==> src/rtl/bus_xcvr_arbiter.sv <==
// Round-robin owner arbiter for a bus shared by several 74245-style transceivers.
// Guarantees a dead turnaround between owners and bounds tenure while others wait.
module bus_xcvr_arbiter #(
    parameter  int NUM_REQ  = 4,
    parameter  int MAX_HOLD = 8,
    parameter  int TURN     = 1,
    localparam int IW       = (NUM_REQ > 1) ? $clog2(NUM_REQ) : 1
) (
    input  logic               CLK,
    input  logic               N_RST,
    input  logic [NUM_REQ-1:0] REQ,
    output logic [NUM_REQ-1:0] GNT,
    output logic [NUM_REQ-1:0] N_OE,
    output logic [IW-1:0]      OWNER,
    output logic               BUSY,
    output logic               PREEMPT
);

    localparam logic [1:0] S_IDLE  = 2'd0;
    localparam logic [1:0] S_GRANT = 2'd1;
    localparam logic [1:0] S_TURN  = 2'd2;

    logic [1:0]         state_q, state_d;
    logic [NUM_REQ-1:0] gnt_q, gnt_d;
    logic [NUM_REQ-1:0] n_oe_q;
    logic [IW-1:0]      owner_q, owner_d;
    logic [IW-1:0]      ptr_q, ptr_d;
    logic [7:0]         cnt_q, cnt_d;
    logic [3:0]         tcnt_q, tcnt_d;
    logic               busy_q;
    logic               preempt_q, preempt_d;

    logic [IW:0]        sum  [NUM_REQ];
    logic [IW-1:0]      cand [NUM_REQ];
    logic               win_found;
    logic [IW-1:0]      win_idx;
    logic [NUM_REQ-1:0] win_oh;
    logic [IW-1:0]      owner_next;
    logic               own_req;
    logic               others_req;
    logic               hold_full;

    // cand[gi] is the index examined at search position gi, starting at the pointer
    genvar gi;
    generate
        for (gi = 0; gi < NUM_REQ; gi++) begin : g_rot
            assign sum[gi]  = {1'b0, ptr_q} + (IW+1)'(gi);
            assign cand[gi] = (sum[gi] >= (IW+1)'(NUM_REQ)) ?
                              IW'(sum[gi] - (IW+1)'(NUM_REQ)) : IW'(sum[gi]);
        end
    endgenerate

    // Scan from the far end so the earliest search position overwrites later ones
    always_comb begin
        win_found = 1'b0;
        win_idx   = '0;
        for (int i = NUM_REQ - 1; i >= 0; i--) begin
            if (REQ[cand[i]]) begin
                win_found = 1'b1;
                win_idx   = cand[i];
            end
        end
    end

    assign win_oh     = {{(NUM_REQ-1){1'b0}}, 1'b1} << win_idx;
    assign owner_next = (owner_q == IW'(NUM_REQ - 1)) ? '0 : owner_q + IW'(1);
    assign own_req    = |(REQ & gnt_q);
    assign others_req = |(REQ & ~gnt_q);
    assign hold_full  = (cnt_q == 8'(MAX_HOLD));

    always_comb begin
        state_d   = state_q;
        gnt_d     = gnt_q;
        owner_d   = owner_q;
        ptr_d     = ptr_q;
        cnt_d     = cnt_q;
        tcnt_d    = tcnt_q;
        preempt_d = 1'b0;
        case (state_q)
            S_IDLE: begin
                if (win_found) begin
                    state_d = S_GRANT;
                    gnt_d   = win_oh;
                    owner_d = win_idx;
                    cnt_d   = 8'd1;
                end
            end
            S_GRANT: begin
                if (!own_req || (hold_full && others_req)) begin
                    state_d   = S_TURN;
                    gnt_d     = '0;
                    ptr_d     = owner_next;
                    tcnt_d    = 4'd0;
                    preempt_d = own_req;
                end else if (!hold_full) begin
                    cnt_d = cnt_q + 8'd1;
                end
            end
            S_TURN: begin
                if (tcnt_q == 4'(TURN - 1)) begin
                    if (win_found) begin
                        state_d = S_GRANT;
                        gnt_d   = win_oh;
                        owner_d = win_idx;
                        cnt_d   = 8'd1;
                    end else begin
                        state_d = S_IDLE;
                    end
                end else begin
                    tcnt_d = tcnt_q + 4'd1;
                end
            end
            default: begin
                state_d = S_IDLE;
                gnt_d   = '0;
            end
        endcase
    end

    // Enables are held in their own register so N_OE drops straight from a flop
    always_ff @(posedge CLK or negedge N_RST) begin
        if (!N_RST) begin
            state_q   <= S_IDLE;
            gnt_q     <= '0;
            n_oe_q    <= '1;
            owner_q   <= '0;
            ptr_q     <= '0;
            cnt_q     <= '0;
            tcnt_q    <= '0;
            busy_q    <= 1'b0;
            preempt_q <= 1'b0;
        end else begin
            state_q   <= state_d;
            gnt_q     <= gnt_d;
            n_oe_q    <= ~gnt_d;
            owner_q   <= owner_d;
            ptr_q     <= ptr_d;
            cnt_q     <= cnt_d;
            tcnt_q    <= tcnt_d;
            busy_q    <= (state_d == S_GRANT);
            preempt_q <= preempt_d;
        end
    end

    assign GNT     = gnt_q;
    assign N_OE    = n_oe_q;
    assign OWNER   = owner_q;
    assign BUSY    = busy_q;
    assign PREEMPT = preempt_q;

endmodule
==> config.mk <==
export PLATFORM = sky130hd
export DESIGN_NAME = bus_xcvr_arbiter
export DESIGN_NICKNAME = d
export VERILOG_FILES = /design/src/rtl/bus_xcvr_arbiter.sv
export SDC_FILE = /design/constraint.sdc
export NUM_CORES = 1
export LEC_CHECK = 0
export CAP_MARGIN = 5
export CORE_UTILIZATION = 25
export DETAILED_ROUTE_END_ITERATION = 10
export DONT_BUFFER_PORTS = 1
export PLACE_DENSITY = 0.47
export SETUP_SLACK_MARGIN = 0.02
export SYNTH_ARGS = -nofsm -noshare
export SYNTH_HDL_FRONTEND = slang
export SYNTH_SLANG_ARGS = --single-unit
export TNS_END_PERCENT = 10
==> constraint.sdc <==
create_clock -name CLK -period 2.7 [get_ports CLK]
set_input_delay 0.135 -clock CLK [delete_from_list [all_inputs] [get_ports CLK]]
set_output_delay 0.135 -clock CLK [all_outputs]
set_load 0.01 [all_outputs]
* After elaboration in Yosys (flattened, before gate mapping)
Cells that the tools add are included.
** Cells by class
- Bitwise operators :: 4
- Divide/modulo/power cells :: 0
- Equal/unequal tests :: 10
- Multiply operators :: 0
- Order comparisons :: 8
- Reduce and logical (&&, ||, !) cells :: 14
- $add $sub $neg :: 10
- Muxes and demuxes :: 43
- Shift-type cells :: 1
** Operators with widths (number)
- $mux W8 :: 4
- $mux W2 :: 14
- $pmux W8 S3 :: 1
- $mux W4 :: 5
- $lt A2 B3 Y1 const B :: 4
- $pmux W4 S3 :: 1
- $mux W1 :: 11
- $ne A2 B2 Y1 const B :: 5
- $ge A3 B3 Y1 const B :: 3
- $add A8 B1 Y8 const B :: 1
- $and A4 B4 Y4 :: 2
- $bmux W1 S2 :: 4
- $eq A8 B4 Y1 const B :: 1
- $not A4 Y4 :: 2
- $pmux W4 S2 :: 1
- $reduce_or A4 Y1 :: 2
- $sub A2 B1 Y2 const B :: 4
- $add A2 B2 Y3 const B :: 2
- $pmux W2 S3 :: 1
- $add A4 B1 Y4 const B :: 1
- $eq A2 B1 Y1 const B :: 2
- $eq A2 B2 Y1 const B :: 2
- $logic_not A4 Y1 :: 1
- $pmux W2 S2 :: 1
- other kinds (13) :: 15
** Storage, ports and cells
- Bits in registers :: 28
- RAM bits :: 0
- Memories :: 0
- Bits in latches :: 0
- Bits in read-only memories :: 0

* Logic depth before layout (Yosys ltp)
Gate-level depths: netlist of run 1.
- Depth in word-level cells :: 14
- Gate-level depth with buffers :: 8
- Gate-level depth less buffers :: 7

* Worst setup path before layout of run 1
OpenSTA, ideal clock, no wires.
- Kind :: flip-flop to flip-flop
- From :: register tcnt_q[0]
- To :: register cnt_q[0]
- Setup slack :: 0.782 ns
- Stages on the path, launching flop included :: 8
- Data arrival time :: 1.793 ns
- Data required time :: 2.575 ns
- Buffers on the path :: 0
- Path through :: dfrtp_1 -> inv_1 -> ha_1 -> or3b_2 -> nand2_1 -> o21ai_1 -> a21oi_1 -> mux2_2
** On the way
- Longest elaborated chain between the ends :: 3
** Ends and longest elaborated chain
- from (decl) :: line 29 : logic [3:0] tcnt_q, tcnt_d;
- from (signal assigned) :: line 139 : tcnt_q <= tcnt_d;
- $logic_not A4 Y1 :: line 100 : if (tcnt_q == 4'(TURN - 1)) begin
- $ne A2 B2 Y1 (no source line)
- $reduce_and A4 Y1 (no source line)
- to (signal assigned) :: line 138 : cnt_q <= cnt_d;
- to (decl) :: line 28 : logic [7:0] cnt_q, cnt_d;
No other way between the ends.
A chain may end at the register's enable or synchronous reset.

* Final worst setup path of run 1
- From :: register tcnt_q[0]
- To :: register gnt_q[1], in the netlist GNT[1]
** On the way
- Longest elaborated chain between the ends :: 3
** Ends and longest elaborated chain
- $logic_not A4 Y1 :: line 100
- $mux W4 :: line 100
- $pmux W4 S3 :: line 79 : case (state_q)
- net gnt_d[1] :: line 24 : logic [NUM_REQ-1:0] gnt_q, gnt_d;
- to (signal assigned) :: line 134 : gnt_q <= gnt_d;
- to (decl) :: line 24
The timed path passes the listed nets, and every way through them passes these cells.

==> qor.yml, run 1 <==
hold_path_depth: 3
p_leak_nw: 0.7053
critPathKind: "flop to flop"
clock-sinks: 28
endpoint_kind: "flop"
cp.arrival_ns: 2.37
io_pins: 18
synth_top_flop_cell: "dfrtp_1"
worst_pin_slew_ns: 0.5777
r2r_end: "GNT[1]"
drt_wl_total_um: 3155
drc: 0
initial_core_util: 0.2668
r2r_start: "tcnt_q[0]"
grt_max_degree: 29
synth_cells: 149
power_w: 0.001734
reg2reg_setup_slack_ns: 0.55
antenna_found_initial: 0
grt_pass1_vias: 1211
fmax_mhz: 465.3
drtIter0Drc: 55
htreeDepth: 1
powerDensity_nw_per_um2: 1026
row_count: 27
die_h_um: 79.60
ys_ff_latch: 28
wl_per_cell_um: 14.02
diodes: 0
worstHoldStart: "REQ[0]"
startpoint_type: "flop"
min_period_over_period: 0.7960
clkTransAtPathRegs_ns: 0.10
grt_pass1_wl_um: 5382
viasPerCell: 5.107
r2r_cells: 7
cp_max_fo: 18
cts-root-buf: "clkbuf_8"
rsz0062_at_grt: "no"
cts_buffers: 3
vias: 1149
yosysUniqueCellTypes: 40
grt_use_total: 0.1094
fillCellCount: 576
tns_ns: 0
dr.pass1.iters: 4
async_flop_share: 1.000
min_period_ns: 2.149
clock_path_buffers: 2
yosysSeqAreaShare: 0.4688
port_buffers: 0
ant_nets: 0
clock_skew_ns: 0.005426
peakVddDrop_v: 0.0003632
maxCapViolCount: 0
setup_viol: 0
clk_latency_ns: 0.28
syn_avg_cell_area_sq_um: 10.10
die_area_sq_um: 6335
dieWidth_um: 79.60
min_to: "N_OE[0]"
multi_input_area_sq_um: 763.2
areaGrowthSynthToFinish_pct: 12.30
slew_violations: 0
seqCellArea_sq_um: 705.7
hold_viol: 0
status: "completed"
gr-total-overflow: 0
hp-class: "input pin to flop"
synth_edf_count: 0
drive_above_1_share: 0.1307
num-nets-final: 165
synth_warnings: 0
synthesis.nets: 160
syn-cell-area_sq_um: 1505
slew_headroom: 0.6140
post-cts-setup-buffer-count: 0
cts_tree: "yes"
fp.coreArea_sq_um: 5642
crit_required_ns: 2.92
gp_congestion: 0.8326
dp_hpwl_um: 2358
[cell type report]
type,count,share of cell area
multi-input cells,112,0.4515
flip-flops and latches,28,0.4175
well taps,72,0.05329
clock buffers,3,0.02443
repair buffers,3,0.02221
clock inverters,1,0.01776
inverters,6,0.01332
[how the worst max path moves through the flow]
stage | from | end | slack [ns]
3_3_place_gp | tcnt_q[0] | GNT[1] | 0.59
5_1_grt | tcnt_q[0] | GNT[1] | 0.35
2_1_floorplan | tcnt_q[0] | cnt_q[0] | 0.78
4_1_cts | tcnt_q[0] | GNT[1] | 0.52
3_5_place_dp | tcnt_q[0] | GNT[1] | 0.54
6_report | tcnt_q[0] | GNT[1] | 0.55
[metal layers]
layer  up-vias  global-route usage  wire length [um]
met5         -                   0                 0
met4         0             0.03636                61
met3        10             0.03886               197
met2        32              0.1906              1507
met1       570              0.1228              1388
li1        537                   -                 -
[state kept, by name (all words and copies together), names as in the netlist]
signal / count
tcnt_q: 4
OWNER: 2
N_OE: 4
state_q: 2
cnt_q: 8
PREEMPT: 1
BUSY: 1
GNT: 4
ptr_q: 2
[layout by cell type (no fill, tap or decap), types with 3 or more instances in the layout]
master    synthesis  final
dfstp_2           4      4
dfrtp_1          24     24
nor2_1            7      7
nand3_1           4      4
a21oi_1           6      6
nand2b_1          7      7
nand2_1          25     25
and2_1            3      3
inv_1             6      6
a22oi_1           4      4
ha_1              5      5
a211oi_1          6      6
clkbuf_8          0      3
mux2i_1           8      8
nor2b_1           6      6
[cells in the mapped netlist, types with 2 or more instances]
| master | number | area share |
|---|---|---|
| o2bb2ai_1 | 2 | 0.012 |
| o21ai_2 | 2 | 0.012 |
| and2_1 | 3 | 0.012 |
| mux2i_1 | 8 | 0.053 |
| nand3_1 | 4 | 0.013 |
| buf_2 | 2 | 0.0067 |
| nor2b_1 | 6 | 0.025 |
| nor2_1 | 7 | 0.017 |
| o21ai_0 | 2 | 0.0067 |
| a22oi_1 | 4 | 0.020 |
| ha_1 | 5 | 0.042 |
| nand2_1 | 25 | 0.062 |
| inv_1 | 6 | 0.015 |
| a22o_1 | 2 | 0.012 |
| nand2b_1 | 7 | 0.029 |
| mux2_4 | 2 | 0.020 |
| a21oi_1 | 6 | 0.020 |
| dfstp_2 | 4 | 0.070 |
| or2_2 | 2 | 0.0083 |
| xor2_1 | 2 | 0.012 |
| dfrtp_1 | 24 | 0.40 |
| a211oi_1 | 6 | 0.030 |
[critical path: stages, from the launching register on]
cell     delay, ns
dfrtp_1       0.42
inv_1         0.08
ha_1          0.14
or3b_2        0.49
nand2_1       0.09
nand2_1       0.34
nor2_1        0.35
a22o_1        0.18
[power by group]
part	leakage (nW)	switching [W]	internal, W
registers	0.356	0.000168	0.000563
logic	0.314	0.000390	0.000278
clock network	0.0357	0.000137	0.000199
[logic make-up (layout without fill, tap and decap cells)]
group                      Yosys count  after routing  share of synthesized area
and+or+nand+nor                     60             60                     0.1962
muxes                               11             11                    0.08063
buffers and inverters                9             13                    0.02410
adders and majority gates            5              5                    0.04156
xor gates and xnor gates             2              2                    0.01164
AOI/OAI and AO/OA                   34             34                     0.1771
DFF                                 28             28                     0.4688
[metrics by stage]
stage / std cells / setup slack [ns] / hold WS (ns) / util / area [sq um]
6_report: 225 / 0.5507 / 0.1291 / 0.2996 / 1690
5_1_grt: 225 / 0.3528 / 0.1408 / 0.2996 / 1690
3_3_place_gp: 219 / 0.5882 / -0.1595 / 0.2817 / 1589
3_5_place_dp: 219 / 0.5350 / -0.1596 / 0.2817 / 1589
4_1_cts: 225 / 0.5160 / 0.1187 / 0.2996 / 1690
2_1_floorplan: 149 / 0.7824 / -0.1606 / - / 1505
[what timing repair did]
item,in CTS,in global routing
hold buffers,2,0
endpoints found under the hold margin,28,0
resized for setup,0,0
Power figures use the tool's default switching activity.
==> run 2: changes to the inputs <==
PLACE_DENSITY = 0.49   (was 0.47)
clock period = 1.7 ns   (was 2.7 ns; I/O delays follow)
==> run 2 against run 1 <==
The flow now finishes with violations (negative setup slack). Worst setup slack lost 0.62 ns. Via count increased by 12%. Sequential cell count is the same. Final cell count rose by 19%. Die area did not move. Utilization increased by 8.2 points. Routed wire length is 17% higher. Combinational power increased to 2.7 times the previous value. Sequential share of layout area fell by 8.9 points. Design area grew 27%. Worst hold slack got worse by 0.056 ns. Register-to-register slack lost 0.62 ns. Critical path type unchanged. Highest routed layer unchanged.
==> qor.yml, run 2 (synthesized netlist as in run 1, its figures left out) <==
critPathKind: "flop to flop"
cts_tree: "yes"
antenna_found_initial: 0  # unchanged
clock-sinks: 28  # unchanged
grt_pass1_vias: 1396  # +15%
min_period_over_period: 1.042  # +0.2462
clk_latency_ns: 0.28  # about the same
die_area_sq_um: 6335  # unchanged
cp.arrival_ns: 1.94  # -0.43 ns
slew_violations: 0  # unchanged
hold_viol: 0  # unchanged
cts-root-buf: "clkbuf_8"
powerDensity_nw_per_um2: 1598  # +56%
worst_slack_ns: -0.07176  # -0.6225 ns
port_buffers: 0  # unchanged
p_leak_nw: 0.9619  # +36%
power_w: 0.003441  # +98%
viasPerCell: 4.802  # -6.0%
gp_congestion: 0.8074  # -3.0%
grt_max_degree: 29  # unchanged
grt_pass1_wl_um: 6299  # +17%
route.met3.wl_um: 145  # -26%
setup_viol: 4  # +4
cts_buffers: 3  # unchanged
hp-class: "input pin to flop"
worst_pin_slew_ns: 0.4017  # -0.1760 ns
largest_register_ffs: 8  # unchanged
wl_met2_um: 1946  # +29%
wl_per_cell_um: 13.79  # -1.7%
final_common_cell: "buf_4"
rsz0062_at_grt: "yes"
areaGrowthSynthToFinish_pct: 43.06
dp_hpwl_um: 2589  # +9.8%
drt-met1-wl_um: 1567  # +13%
drt_wl_total_um: 3695  # +17%
clock_skew_ns: 0.009607  # +0.004182 ns
drc: 0  # unchanged
tns_ns: -0.1239  # -0.1239 ns
status: "finished, violations left"
final_core_util: 0.3817  # +0.08206
dieWidth_um: 79.60  # unchanged
slew_headroom: 0.7253  # +0.1113
initial_core_util: 0.2668  # unchanged
preCtsSetupSlack_ns: -0.1584  # -0.6934 ns
vias: 1287  # +12%
row_count: 27  # unchanged
fp.coreArea_sq_um: 5642  # unchanged
die_h_um: 79.60  # unchanged
num-nets-final: 208  # +26%
clock_path_buffers: 2  # unchanged
placed_cells: 248  # +13%
endpoint_kind: "flop"
drtIter0Drc: 43  # -22%
startpoint_type: "flop"
maxCapViolCount: 0  # unchanged
dr.max_layer_used: "met4"
gr-total-overflow: 0  # unchanged
peakVddDrop_v: 0.0005661  # +56%
final_cells: 268  # +19%
diodes: 0  # unchanged
regMostFlops: "cnt_q"
clkTransAtPathRegs_ns: 0.10  # about the same
io_pins: 18  # unchanged
ant_nets: 0  # unchanged
cp_max_fo: 4  # -14
grt_use_total: 0.1272  # +0.01780
drive_above_1_share: 0.4490  # +0.3183
final_cell_mix: "42 x buf_4, 23 x nand2_1, 22 x dfrtp_1"
fmax_mhz: 564.4  # +21%
violations: "negative setup slack"
min_period_ns: 1.772  # -0.3775 ns
htreeDepth: 1  # unchanged
dr.pass1.iters: 4  # unchanged
crit_required_ns: 1.87  # -1.05 ns
## run 2: cell types whose count changed in the layout (fill, tap and decap cells not counted), moves of 3 or more
| cell | change |
|---|---|
| buf_4 | +41 |
| o21ai_4 | +3 |
| inv_1 | -4 |
| inv_2 | +4 |
| a211oi_1 | -6 |
| a211oi_2 | +6 |
## run 2: area by class of cell
type	count	area [sq um]
timing repair buffer	46	367.9
fill	543	3488
clock inverter	1	30.03
tap	72	90.09
inverter	6	22.52
clock buffer	3	41.29
sequential	28	708.2
multi-input combinational	112	893.4
## run 2: path summary, 6_finish.rpt
| check | to | cells past startpoint | slack [ns] | from |
|---|---|---|---|---|
| max in group asynchronous | N_OE[3] | 2 | 1.24 | N_RST |
| min | N_OE[0] | 3 | 0.07 | REQ[0] |
| min reg2reg | tcnt_q[3] | 2 | 0.56 | tcnt_q[3] |
| max reg2reg | cnt_q[0] | 7 | -0.07 | tcnt_q[0] |
| max | cnt_q[0] | 7 | -0.07 | tcnt_q[0] |
| min in group asynchronous | ptr_q[1] | 2 | 0.23 | N_RST |
## run 2: layer usage
layer  vias up  GRT usage
li1        615          -
met1       642     0.1450
met2        26     0.2419
met3         4    0.02857
met4         0    0.02000
met5         -          0
## run 2: repair_timing
| item | CTS | global route |
|---|---|---|
| hold buffers | 2 | 0 |
| hold endpoints to repair | 28 | 0 |
| resized for setup | 22 | 3 |
| setup endpoints to repair | 22 | 24 |
| buffers inserted | 10 | 4 |
| pin swaps | 13 | 2 |
## run 2: per-stage QoR
step | cell area, sq um | hold WS [ns]
finish | 2153 | 0.07283
global route | 2153 | 0.09231
CTS | 2111 | 0.06528
detailed placement | 1847 | -0.2096
global placement | 1847 | -0.2096
floorplan | 1551 | -0.2106
## run 2: worst max-delay path, stage by stage (launching register included)
cell     delay (ns)
dfrtp_1        0.40
inv_2          0.06
ha_1           0.13
or3b_4         0.41
nand2_4        0.10
o21ai_4        0.09
a21oi_4        0.16
mux2_4         0.31
## run 2: where the power goes
group	total [W]	internal (W)	switching, W
clock	0.000531	0.000316	0.000215
combinational	0.00181	0.000916	0.000894
sequential	0.00110	0.000898	0.000202
